File: src/rtl/qf_rwhwsc_bank.sv
// qf_rwhwsc_bank: bank of software/hardware-writable control/status registers.
// Each register mixes plain RW bits and write-1-to-clear status bits. Hardware can
// overwrite a whole register or set individual bits; a collision counter tracks
// same-register SW/HW write clashes; irq is the registered OR of all set W1C bits.
//
// Read handshake: rd_en is sampled every cycle with no back-pressure. A read issued
// in cycle N returns rddata/rd_err with a single-cycle rd_valid pulse in cycle N+1.
// rddata/rd_err hold their last values while rd_valid is low. Reads return the
// register contents from before any same-cycle write.
module qf_rwhwsc_bank #(
  parameter int PAR_NUM_REG    = 4,
  parameter int PAR_BIT_WIDTH  = 16,
  parameter int PAR_ADDR_WIDTH = 2,
  parameter logic [PAR_NUM_REG*PAR_BIT_WIDTH-1:0] PAR_DEFAULT_VALUE = '0,
  parameter logic [PAR_NUM_REG*PAR_BIT_WIDTH-1:0] PAR_W1C_MASK      = '0,
  parameter bit PAR_HW_PRIO = 1'b1
) (
  input  logic                                   sys_clk,
  input  logic                                   sys_rst_n,
  input  logic                                   wr_en,
  input  logic [PAR_ADDR_WIDTH-1:0]              wr_addr,
  input  logic [PAR_BIT_WIDTH-1:0]               wrdata,
  input  logic                                   rd_en,
  input  logic [PAR_ADDR_WIDTH-1:0]              rd_addr,
  output logic [PAR_BIT_WIDTH-1:0]               rddata,
  output logic                                   rd_valid,
  output logic                                   rd_err,
  input  logic [PAR_NUM_REG-1:0]                 hw_wr_en,
  input  logic [PAR_NUM_REG*PAR_BIT_WIDTH-1:0]   hw_wrdata,
  input  logic [PAR_NUM_REG*PAR_BIT_WIDTH-1:0]   hw_set,
  output logic [PAR_NUM_REG*PAR_BIT_WIDTH-1:0]   reg_q,
  input  logic                                   coll_clr,
  output logic [7:0]                             coll_cnt,
  output logic                                   irq
);

  localparam int N = PAR_NUM_REG;
  localparam int W = PAR_BIT_WIDTH;

  logic [N*W-1:0] reg_q_q, reg_d;
  logic [W-1:0]   rddata_q, rddata_d;
  logic           rd_valid_q, rd_valid_d;
  logic           rd_err_q, rd_err_d;
  logic [7:0]     coll_cnt_q, coll_cnt_d;
  logic           irq_q, irq_d;
  logic           coll_hit;

  // Software write effect: RW bits take the data, W1C bits clear where data is 1.
  function automatic logic [W-1:0] sw_apply(input logic [W-1:0] cur,
                                            input logic [W-1:0] wd,
                                            input logic [W-1:0] msk);
    return (wd & ~msk) | (cur & msk & ~wd);
  endfunction

  // Lower-priority write first, then the winning write, then sticky set pulses,
  // so a losing write vanishes and a set pulse is never lost to a clear.
  function automatic logic [W-1:0] next_val(input logic [W-1:0] cur,
                                            input logic         sw,
                                            input logic         hw,
                                            input logic [W-1:0] wd,
                                            input logic [W-1:0] hwd,
                                            input logic [W-1:0] set,
                                            input logic [W-1:0] msk);
    logic [W-1:0] v;
    v = cur;
    if (PAR_HW_PRIO) begin
      if (sw) v = sw_apply(v, wd, msk);
      if (hw) v = hwd;
    end else begin
      if (hw) v = hwd;
      if (sw) v = sw_apply(v, wd, msk);
    end
    return v | set;
  endfunction

  // Register next-state and collision detection for every register.
  always_comb begin
    reg_d    = reg_q_q;
    coll_hit = 1'b0;
    for (int i = 0; i < N; i++) begin
      logic sw_hit;
      sw_hit = wr_en && (wr_addr == PAR_ADDR_WIDTH'(i));
      reg_d[i*W +: W] = next_val(reg_q_q[i*W +: W], sw_hit, hw_wr_en[i],
                                 wrdata, hw_wrdata[i*W +: W], hw_set[i*W +: W],
                                 PAR_W1C_MASK[i*W +: W]);
      if (sw_hit && hw_wr_en[i]) coll_hit = 1'b1;
    end
  end

  // Collision counter: clear wins over increment, but a clashing cycle counts as one.
  always_comb begin
    coll_cnt_d = coll_cnt_q;
    if (coll_clr) begin
      coll_cnt_d = coll_hit ? 8'd1 : 8'd0;
    end else if (coll_hit && (coll_cnt_q != 8'hFF)) begin
      coll_cnt_d = coll_cnt_q + 8'd1;
    end
  end

  // Read port: decode against the pre-write register contents; out-of-range flags rd_err.
  always_comb begin
    rddata_d   = rddata_q;
    rd_err_d   = rd_err_q;
    rd_valid_d = rd_en;
    if (rd_en) begin
      rddata_d = '0;
      rd_err_d = 1'b1;
      for (int i = 0; i < N; i++) begin
        if (rd_addr == PAR_ADDR_WIDTH'(i)) begin
          rddata_d = reg_q_q[i*W +: W];
          rd_err_d = 1'b0;
        end
      end
    end
  end

  // Interrupt request: any W1C bit currently set.
  always_comb begin
    irq_d = |(reg_q_q & PAR_W1C_MASK);
  end

  // State registers with asynchronous active-low reset.
  always_ff @(posedge sys_clk or negedge sys_rst_n) begin
    if (!sys_rst_n) begin
      reg_q_q    <= PAR_DEFAULT_VALUE;
      rddata_q   <= '0;
      rd_valid_q <= 1'b0;
      rd_err_q   <= 1'b0;
      coll_cnt_q <= 8'd0;
      irq_q      <= 1'b0;
    end else begin
      reg_q_q    <= reg_d;
      rddata_q   <= rddata_d;
      rd_valid_q <= rd_valid_d;
      rd_err_q   <= rd_err_d;
      coll_cnt_q <= coll_cnt_d;
      irq_q      <= irq_d;
    end
  end

  assign reg_q    = reg_q_q;
  assign rddata   = rddata_q;
  assign rd_valid = rd_valid_q;
  assign rd_err   = rd_err_q;
  assign coll_cnt = coll_cnt_q;
  assign irq      = irq_q;

endmodule
File: config.mk
export PLATFORM = sky130hd
export DESIGN_NAME = qf_rwhwsc_bank
export DESIGN_NICKNAME = d
export VERILOG_FILES = /design/src/rtl/qf_rwhwsc_bank.sv
export SDC_FILE = /design/constraint.sdc
export NUM_CORES = 1
export LEC_CHECK = 0
export ABC_AREA = 0
export BUFFER_PORTS_ARGS = -buffer_cell sky130_fd_sc_hd__buf_2
export CORE_UTILIZATION = 38
export DETAILED_ROUTE_END_ITERATION = 12
export PLACE_DENSITY_LB_ADDON = 0.3
export SLEW_MARGIN = 40
export SYNTH_ARGS = -nofsm -noshare
export SYNTH_HDL_FRONTEND = slang
export SYNTH_SLANG_ARGS = --single-unit
File: constraint.sdc
create_clock -name sys_clk -period 1.8 [get_ports sys_clk]
set_clock_uncertainty 0.05 [all_clocks]
set_input_delay 0.36 -clock sys_clk [delete_from_list [all_inputs] [get_ports sys_clk]]
set_output_delay 0.36 -clock sys_clk [all_outputs]
set_load 0.01 [all_outputs]
# Word-level counts from Yosys, hierarchy flattened
# Index checks and enable logic that the tools add are counted.
[classes] mux=23 bitwise_logic=4 reduce_logical=12 eq_ne=7 addsub=1
[op_table] op="16-bit 2-to-1 mux" count=12
[op_table] op="16-bit bitwise OR" count=4
[op_table] op="8-bit 2-to-1 mux" count=2
[op_table] op="1-bit logical AND" count=9
[op_table] op="1-bit 2-to-1 mux" count=9
[op_table] op="8-bit by 1-bit adder with 8-bit output, second input constant" count=1
[op_table] op="2-bit equality test, second input constant" count=4
[op_table] op="8-bit != test, second input constant" count=1
[op_table] op="2-bit by 1-bit equality test with 1-bit output, second input constant" count=2
[op_table] op="2-bit zero test" count=2
[op_table] op="2-bit nonzero test" count=1
[word_totals] reg_bits=90 word_cells=52 output_inout_bits=91 input_bits=157

# Longest topological paths before layout
# Gate-level depths: netlist of run 1.
[depth] depth_word=10 mapped_depth=6 ltp_nobuf=5

# Least setup slack after synthesis of run 1
# Ideal clock, no wire load.
[synth_path] kind="input to register" from="input port rd_addr[0]" to="register rddata_q[10], in the netlist rddata[10]" required_time_ns=1.625 path_slack_ns=-0.021 setup_ns=0.125 path_buffers=2 cell_stages=4 arrival_ns=1.646 cell_sequence="buf_2 -> buf_2 -> mux4_2 -> mux2_2"
[synth_between] elab_chain_len=5 word_cells_on_any_way=8 classes_between="3 x eq/ne; 4 x mux; 1 x reduce/logical"
[synth_rtl] element="start, declared" line="24" rtl="input logic [PAR_ADDR_WIDTH-1:0] rd_addr,"
[synth_rtl] element="2-bit zero test" line="109" rtl="if (rd_addr == PAR_ADDR_WIDTH'(i)) begin"
[synth_rtl] element="16-bit 2-to-1 mux (3 in series)" line="109"
[synth_rtl] element="16-bit 2-to-1 mux *" line="109"
[synth_rtl] element="end signal, assigned" line="133" rtl="rddata_q <= rddata_d;"
[synth_rtl] element="end, declared" line="41" rtl="logic [W-1:0] rddata_q, rddata_d;"
# Mark *: on every way between the ends. The rest lies on a longest branch, timed or not.
# A chain may end at the register's enable or synchronous reset.

# Worst setup path after layout of run 1
[layout_path] from="register coll_cnt_q[0], in the netlist coll_cnt[0]" to="register coll_cnt_q[0], in the netlist coll_cnt[0]"
[layout_between] elab_chain_len=3 word_cells_on_any_way=6 classes_between="1 x add/sub; 1 x eq/ne; 2 x mux; 2 x reduce/logical"
[layout_rtl] element="start, declared" line="44" rtl="logic [7:0] coll_cnt_q, coll_cnt_d;"
[layout_rtl] element="start signal, assigned" line="136" rtl="coll_cnt_q <= coll_cnt_d;"
[layout_rtl] element="8-bit by 1-bit adder with 8-bit output or 8-bit != test (tied branches)" line="96, 95"
[layout_rtl] element="8-bit 2-to-1 mux or 1-bit logical AND (tied branches)" line="95" rtl="end else if (coll_hit && (coll_cnt_q != 8'hFF)) begin"
[layout_rtl] element="8-bit 2-to-1 mux or 2-bit nonzero test (tied branches)"
# Several ways; a longest one is shown, not always the timed one. The select of a mux whose other input is x is not followed.

==> out/summary.txt, run 1 <==
main combinational cell family by area after synthesis: multiplexers
vias post-DR: 4163
final instance area: 6820 µm²
fraction of registers with async set/reset: 1.00
Setup WS pre-CTS: 0.0165 ns
Tot Pwr: 5260 µW
largest net degree at the start of global routing: 91
failing checks: hold timing
clk_lat worst skew: 0.34 ns
RSZ-0062 raised after global routing: no
commonest cells after routing, fill and taps aside: buf_2, dfrtp_1, mux2_2
I/O pin cnt: 248
DP HPWL: 11700 µm
endpoints failing hold: 2
Worst VDD drop: 0.417 mV
Placed Cells: 802
CP endpoint: coll_cnt[0]
ys flop type: dfrtp_1
Max-Cap Viols: 0
area delta synth->final: 36.3%
Total Wirelength: 15900 µm
Max-slew headroom: 0.653
Leakage: 0.00300 µW
htree depth: 3
fin crit period: 1.59 ns
final max-slew violation count: 0
Worst setup SP type: register
nets: 799
root buf cell: clkbuf_16
synthesized area per cell: 12.8 µm²
Compound-Gate Fraction of Synth Area: 0.0175
vias in the first global route: 4236
Max stage delay on crit path: 0.41 ns
setup TNS: 0 ns
starting DRC count in detailed routing: 155
initial core utilization: 0.393
total CTS buffers: 9
clock sink count: 90
initial antenna violation count: 0
Ys Warns: 0
Crit path arrival time: 1.79 ns
clock buffer depth: 2
Die Wd: 117 µm
XOR/XNOR Fraction of Synth Area: 0
hold_buf cts: 0
Synth top area share: 0.450
CP Data Required Time: 2.00 ns
CTS resizes: 0
die area: 13600 µm²
Critical Path Fanout Max: 5
worst flop-to-flop path startpoint: coll_cnt[0]
post-synthesis adder-cell area fraction: 0.00250
total grt overflow: 0
fin cells: 818
layout cells sized above 1: 0.579
Buffers on Ports: 246
Final setup viols: 0
slowest stage cell, crit path: dfrtp_1
Yosys cell types: 33
CTS tree: done
Avg WL per Cell: 19.4 µm
most common cell after layout, fill and taps aside: buf_2
Antenna Cells: 0
Worst Setup Path Type: reg -> reg
WHS: -0.00728 ns
Critical Path Start: coll_cnt[0]
Slew @ Worst Pin: 0.521 ns
residual DRC count: 0
slack of the critical path: 0.208 ns
synthesized net count: 549
post-route ant nets: 0
Post-Synthesis Cell Area: 5000 µm²
Placed Area: 6520 µm²
Pwr per Cell Area: 771 nW/µm²
Worst Setup End Kind: register
Total GRT Usage: 0.237
routability cong.: 0.808
post-synth top area cell: dfrtp_1
Post-synth EDFFs: 0
Worst Hold Class: in -> async
worst path cell trace: ha_1 -> nand2_1 -> nor3_1 -> nor2_1 -> o32ai_1
status: finished with violations
clk slew on worst S/H paths: 0.06 ns
flop-to-flop setup slack: 0.21 ns
FMAX: 628 MHz
FF-to-FF End: coll_cnt[0]
Synth Area in Simple Gates: 0.114
first-pass GRT wire length: 23100 µm
# rows: 41
FF-to-FF path depth: 5
Vias/cell: 5.09
flops & latches, synth: 90
Mapped Cells: 391
sequential share of the synthesized area: 0.450
setup bufs post-CTS: 0
drt pass-1 iters: 4
period utilisation layout: 0.884
Die H: 117 µm
Area contributors post-synth: dfrtp_1, mux2_2, mux2i_1, nand2b_1, mux4_2
mux share of post-synthesis cell area: 0.388
core area: 12700 µm²
-- synth_stat cells (2+ instances only) --
cell	count
nand3_1	3
nor2b_1	3
mux2_1	2
nand2b_1	66
nand3b_1	2
buf_2	8
clkbuf_1	3
a21oi_1	5
mux2i_1	67
nor4_1	2
mux4_2	16
buf_1	5
nand2_1	6
mux2_2	79
buf_4	7
inv_1	3
dfrtp_1	90
nor2_1	6
nor3_1	4
-- logic make-up after synthesis --
group / Yosys count
muxes: 164
other: 1
adders and majority gates: 1
DFF: 90
buffers and inverters: 26
AOI/OAI and AO/OA: 13
and+or+nand+nor: 96
-- layer usage --
layer / up-vias / global-route usage / share of wire
met2: 194 / 0.422 / 0.50
met4: 0 / 0.104 / 0.025
met3: 26 / 0.0654 / 0.084
li1: 1907 / - / -
met5: - / 0 / 0
met1: 2036 / 0.264 / 0.39
-- per-stage QoR --
step | hold slack, ns | util
2_1_floorplan | 0.0144 | -
3_3_place_gp | 0.400 | 0.512
3_5_place_dp | 0.399 | 0.512
4_1_cts | 0.0334 | 0.536
5_1_grt | 0.0484 | 0.536
6_report | -0.00728 | 0.536
-- flip-flops by register name (all words and copies together) (netlist names) --
name / count
rd_valid: 1
reg_q: 64
rd_err: 1
rddata: 16
coll_cnt: 8
-- where the power goes --
| part | total [µW] | internal, µW | switching, µW |
|---|---|---|---|
| sequential | 2280 | 2170 | 109 |
| combinational | 1070 | 572 | 497 |
| clock | 1910 | 1120 | 790 |
| total | 5260 | 3870 | 1400 |
-- worst min path at each step --
stage	from	endpoint	slack, ns	cells after the start
floorplan	sys_rst_n	coll_cnt[0]	0.01	0
global placement	sys_rst_n	reg_q[23]	0.40	2
detailed placement	sys_rst_n	reg_q[23]	0.40	2
CTS	sys_rst_n	reg_q[23]	0.03	2
global route	sys_rst_n	reg_q[23]	0.05	2
finish	sys_rst_n	reg_q[23]	-0.007	2
-- worst max-delay path, delay by kind of cell, from the launching register on --
family                   cells  cell delay (ns)
flip-flops                   1             0.41
adder cells (fa/ha/maj)      1             0.27
AO/OA/AOI/OAI                1             0.22
AND/OR/NAND/NOR              3             0.54
-- layout make-up --
cell class	count	area, µm²
clock buffers	15	298
clock inverters	1	5.00
fillers	1165	5900
inverters	3	11.3
multi-input cells	275	2630
flip-flops and latches	90	2250
well taps	172	215
repair buffers	262	1420
Note: power is estimated with default switching activity, not from simulation.
==> run 2: changes to the inputs <==
Settings changed: ABC_AREA 0 to 1, CTS_BUF_LIST set to sky130_fd_sc_hd__clkbuf_16, SKIP_LAST_GASP set to 1.
==> out/summary.txt, run 2 <==
CP delay by family, top: simple AND/OR/NAND/NOR gates
post-synth top area cell: dfrtp_1
FF-to-FF End: coll_cnt[4]
Pwr per Cell Area: 764 nW/µm² (-1.0%)
total CTS buffers: 9 (unchanged)
clk slew on worst S/H paths: 0.06 ns (about the same)
Total GRT Usage: 0.263 (+0.0260)
Sequential Power Share: 0.459 (+0.026)
Largest register FFs: 64 (unchanged)
FF-to-FF path depth: 7 (+2)
Comb pwr share: 0.213 (+0.010)
Critical Path Fanout Max: 7 (+2)
synthesized area per cell: 7.84 µm² (-39%)
Post-synth EDFFs: 0 (unchanged)
Final setup viols: 0 (unchanged)
Buffers on Ports: 246 (unchanged)
Worst Setup Path Type: reg -> reg
commonest cells after routing, fill and taps aside: buf_2, o21ai_0, dfrtp_1
Synth top area share: 0.475 (+0.0249)
flop-to-flop setup slack: 0.14 ns (-0.07 ns)
Yosys cell types: 30 (-9.1%)
ys flop type: dfrtp_1
worst flop-to-flop path startpoint: coll_cnt[1]
clock sink count: 90 (unchanged)
initial antenna violation count: 0 (unchanged)
post-route ant nets: 0 (unchanged)
RSZ-0062 raised after global routing: no
Hold Path End: reg_q[18]
Critical Path Start: coll_cnt[1]
final max-slew violation count: 0 (unchanged)
clock buffer depth: 2 (unchanged)
Tot Pwr: 4950 µW (-5.9%)
drt pass-1 iters: 4 (unchanged)
CTS resizes: 0 (unchanged)
CP Data Required Time: 2.02 ns (+0.02 ns)
Avg WL per Cell: 16.2 µm (-16%)
Antenna Cells: 0 (unchanged)
Clock Power Share: 0.328 (-0.036)
worst path cell trace: ha_1 -> nand2_1 -> nor2_1 -> nand4_1 -> o21ai_2 -> nand3_1 -> nand2_1
fin crit period: 1.66 ns (+0.0684 ns)
nets: 1007 (+26%)
Vias/cell: 5.04 (-1.1%)
starting DRC count in detailed routing: 268 (+73%)
Net Sw Power: 1450 µW (+3.7%)
Die Wd: 114 µm (-2.6%)
layout cells sized above 1: 0.331 (-0.248)
most common cell after layout, fill and taps aside: buf_2
Internal: 3500 µW (-9.4%)
clk_lat worst skew: 0.33 ns (about the same)
area delta synth->final: 36.7%
status: complete, no violations
Worst Hold Class: in -> reg
fraction of registers with async set/reset: 1.00 (unchanged)
root buf cell: clkbuf_16
most common cell in the netlist: o21ai_0
Max-Cap Viols: 0 (unchanged)
core area: 12100 µm² (-4.8%)
Worst Setup End Kind: register
Hold Crit Start: hw_set[18]
FMAX: 602 MHz (-4.1%)
Total Wirelength: 16500 µm (+4.0%)
largest net degree at the start of global routing: 53 (-42%)
# rows: 40 (-2.4%)
initial core utilization: 0.392 (-0.00186)
Mapped Cells: 605 (+55%)
CTS tree: done
total grt overflow: 0 (unchanged)
residual DRC count: 0 (unchanged)
sequential share of the synthesized area: 0.475 (+0.0249)
DP HPWL: 12300 µm (+5.4%)
commonest cells in the netlist: o21ai_0, dfrtp_1, nand2_1
Worst setup SP type: register
Ys Warns: 0 (unchanged)
first-pass GRT wire length: 25600 µm (+11%)
routability cong.: 0.863 (+6.7%)
vias post-DR: 5131 (+23%)
Die H: 114 µm (-2.6%)
slowest stage cell, crit path: dfrtp_1
Worst Hold Path Cells: 3
flops & latches, synth: 90 (unchanged)
htree depth: 3 (unchanged)
I/O pin cnt: 248 (unchanged)
Leakage: 0.00341 µW (+14%)
setup TNS: 0 ns (unchanged)
synthesized net count: 763 (+39%)
Crit path top cell by count: nand2_1
endpoints failing hold: 0 (-2)
Post-Synthesis Cell Area: 4740 µm² (-5.3%)
vias in the first global route: 4948 (+17%)
Sw Share: 0.292 (+0.0271)
Area contributors post-synth: dfrtp_1, o21ai_0, a21oi_1, nand2_1, inv_1
Crit path arrival time: 1.88 ns (+0.09 ns)
Max stage delay on crit path: 0.41 ns (about the same)
worst path bufs/invs: 0 (unchanged)
die area: 12900 µm² (-5.2%)
Worst VDD drop: 0.362 mV (-13%)
period utilisation layout: 0.922 (+0.0380)
## run 2: cell count changes in the layout (fill, tap and decap cells not counted), moves of 8 or more
cell	change
o21ai_0	+135
mux2_2	-79
mux2i_1	-54
nand4_1	+8
a21oi_1	+71
nand2_1	+75
nor2_1	+35
o22ai_1	+9
inv_1	+67
nand3_1	+13
mux4_2	-16
nand2b_1	-66
## run 2: cell families after synthesis
logic type                 share of synthesized area
other                                       0.000791
muxes                                         0.0274
AOI/OAI and AO/OA                              0.253
adders and majority gates                    0.00264
DFF                                            0.475
and+or+nand+nor                                0.149
buffers and inverters                         0.0879
xor gates and xnor gates                     0.00369
## run 2: worst max path at each step
stage / end / slack [ns] / cells past startpoint
after global placement: coll_cnt[5] / 0.26 / 7
final: coll_cnt[4] / 0.14 / 7
after global routing: coll_cnt[5] / 0.002 / 7
after detailed placement: coll_cnt[6] / 0.18 / 7
after CTS: coll_cnt[6] / 0.17 / 7
after floorplan: coll_cnt[5] / 0.31 / 7
## run 2: metal layers
metal | GRT usage | wire, µm | part of all wire | up-vias
met5 | 0 | 0 | 0 | -
met4 | 0.101 | 425 | 0.026 | 0
met3 | 0.0473 | 1150 | 0.070 | 28
met2 | 0.446 | 7940 | 0.48 | 213
met1 | 0.334 | 7010 | 0.42 | 2349
li1 | - | - | - | 2541
## run 2: cell type report
class | instances | area [µm²]
inverters | 69 | 259
well taps | 168 | 210
clock inverters | 4 | 15.0
fillers | 1231 | 5630
clock buffers | 9 | 225
multi-input cells | 413 | 2070
flip-flops and latches | 90 | 2250
repair buffers | 266 | 1450
## run 2: worst register-to-register path, stage by stage, from the launching register on
cell and delay, ns:
dfrtp_1 0.41, ha_1 0.21, nand2_1 0.09, nor2_1 0.20, nand4_1 0.22, o21ai_2 0.22, nand3_1 0.12, nand2_1 0.08
## run 2: per-stage QoR
step	utilization	instances	setup WS [ns]	cell area, µm²	hold slack [ns]
floorplan	-	605	0.313	4740	0.0144
global placement	0.515	1005	0.258	6230	0.117
detailed placement	0.515	1005	0.179	6230	0.116
CTS	0.535	1019	0.169	6480	0.156
global route	0.535	1019	0.00234	6480	0.172
finish	0.535	1019	0.140	6480	0.170
## run 2: power groups by stage
stage	Clock, µW	Combinational [µW]	Sequential, µW
6_report	1620	1060	2270
5_1_grt	1750	1170	2290
4_1_cts	1670	1060	2270
3_5_place_dp	0	1060	2310
3_3_place_gp	0	1050	2300
2_1_floorplan	0	405	2370
## run 2: repair_timing
action,CTS,global route
hold buffers,1,0
endpoints found under the setup margin,0,0
setup buffers,0,0
endpoints found under the hold margin,49,0
==> run 3: changes to the inputs <==
Settings changed: ABC_AREA 1 to not set.
==> out/summary.txt, run 3 (synthesized netlist as in run 1, its figures left out) <==
Final setup viols: 0 (unchanged)
slack of the critical path: 0.207 ns (+0.0664 ns)
Worst VDD drop: 0.420 mV (+16%)
commonest cells after routing, fill and taps aside: buf_2, dfrtp_1, mux2_2
fin crit period: 1.59 ns (-0.0664 ns)
drt pass-1 iters: 4 (unchanged)
CTS resizes: 0 (unchanged)
Setup WS pre-CTS: 0.0165 ns (-0.162 ns)
core area: 12700 µm² (+5.0%)
flop-to-flop setup slack: 0.21 ns (+0.07 ns)
Worst setup SP type: register
Largest register FFs: 64 (unchanged)
setup bufs post-CTS: 0 (unchanged)
largest net degree at the start of global routing: 91 (+72%)
most common cell after layout, fill and taps aside: buf_2
FF-to-FF path depth: 5 (-2)
CP Data Required Time: 2.00 ns (-0.02 ns)
starting DRC count in detailed routing: 133 (-50%)
Die Wd: 117 µm (+2.7%)
clk slew on worst S/H paths: 0.06 ns (about the same)
RSZ-0062 raised after global routing: no
status: finished with violations
worst flop-to-flop path startpoint: coll_cnt[0]
FF-to-FF End: coll_cnt[0]
failing checks: hold timing
vias in the first global route: 4240 (-14%)
layout cells sized above 1: 0.571 (+0.240)
FMAX: 628 MHz (+4.2%)
setup TNS: 0 ns (unchanged)
Slew @ Worst Pin: 0.519 ns
total CTS buffers: 9 (unchanged)
htree depth: 3 (unchanged)
Vias/cell: 5.08 (+0.93%)
clock sink count: 90 (unchanged)
Worst Setup Path Type: reg -> reg
Placed Area: 6520 µm² (+4.6%)
total grt overflow: 0 (unchanged)
Leakage: 0.00297 µW (-13%)
CTS tree: done
root buf cell: clkbuf_16
Max-slew headroom: 0.654
Antenna Cells: 0 (unchanged)
post-route ant nets: 0 (unchanged)
WHS: -0.00866 ns (-0.178 ns)
final instance area: 6770 µm² (+4.5%)
Crit path arrival time: 1.79 ns (-0.09 ns)
DP HPWL: 11700 µm (-5.1%)
# rows: 41 (+2.5%)
final max-slew violation count: 0 (unchanged)
Max-Cap Viols: 0 (unchanged)
Total Wirelength: 15800 µm (-4.1%)
I/O pin cnt: 248 (unchanged)
endpoints failing hold: 2 (+2)
hold_buf cts: 0 (-1)
residual DRC count: 0 (unchanged)
initial antenna violation count: 0 (unchanged)
area delta synth->final: 35.3%
Critical Path Fanout Max: 5 (-2)
Fillers: 1171 (-4.9%)
Total GRT Usage: 0.237 (-0.0259)
clk_lat worst skew: 0.34 ns (about the same)
vias post-DR: 4157 (-19%)
first-pass GRT wire length: 23100 µm (-9.9%)
Pwr per Cell Area: 742 nW/µm² (-2.8%)
initial core utilization: 0.393 (+0.00186)
Worst Hold Class: in -> async
routability cong.: 0.808 (-6.3%)
Buffers on Ports: 246 (unchanged)
period utilisation layout: 0.885 (-0.0369)
nets: 799 (-21%)
Worst Setup End Kind: register
clock buffer depth: 2 (unchanged)
final core occ: 0.532 (-0.00297)
die area: 13600 µm² (+5.4%)
Avg WL per Cell: 19.4 µm (+19%)
Die H: 117 µm (+2.7%)
==> run 3: metrics by stage <==
step / power [µW] / hold slack (ns) / std cells
after floorplan: 2860 / 0.0144 / 391
after global placement: 3360 / 0.400 / 802
after detailed placement: 3390 / 0.399 / 802
after CTS: 5090 / 0.0329 / 818
after global routing: 5280 / 0.0505 / 818
final: 5030 / -0.00866 / 818
==> run 3: where the power goes <==
part           switching (µW)  leakage (µW)  internal (µW)
Clock                     775      0.000128            905
Combinational             497       0.00192            572
Sequential                109      0.000926           2170
Total                    1380       0.00297           3650
==> run 3: final cells by class <==
| type | count | area (µm²) | share of cell area |
|---|---|---|---|
| clock inverter | 7 | 27.5 | 0.00406 |
| clock buffer | 9 | 225 | 0.0333 |
| inverter | 3 | 11.3 | 0.00166 |
| multi-input combinational | 275 | 2630 | 0.388 |
| sequential | 90 | 2250 | 0.333 |
| timing repair buffer | 262 | 1420 | 0.209 |
| tap | 172 | 215 | 0.0318 |
==> run 3: metal layers <==
metal  vias to the layer above  track usage  routed length, µm  share of wire
met4                         0        0.106                420          0.027
met1                      2031        0.263               6240           0.39
met3                        26       0.0659               1260          0.079
li1                       1909            -                  -              -
met5                         -            0                  0              0
met2                       191        0.423               7930           0.50
==> run 3: worst max path at each step <==
stage	depth (start not counted)	slack (ns)	end	from
3_5_place_dp	5	0.02	coll_cnt[5]	wr_addr[0]
5_1_grt	5	0.09	coll_cnt[5]	coll_cnt[0]
6_report	5	0.21	coll_cnt[0]	coll_cnt[0]
4_1_cts	5	0.21	coll_cnt[0]	coll_cnt[0]
2_1_floorplan	6	0.005	reg_q[10]	wr_addr[1]
3_3_place_gp	5	0.04	coll_cnt[5]	wr_addr[0]
==> run 3: worst max-delay path, cell delays in order (launching register included) <==
cell and delay [ns]:
dfrtp_1 0.41, ha_1 0.27, nand2_1 0.12, nor3_1 0.29, nor2_1 0.13, o32ai_1 0.22
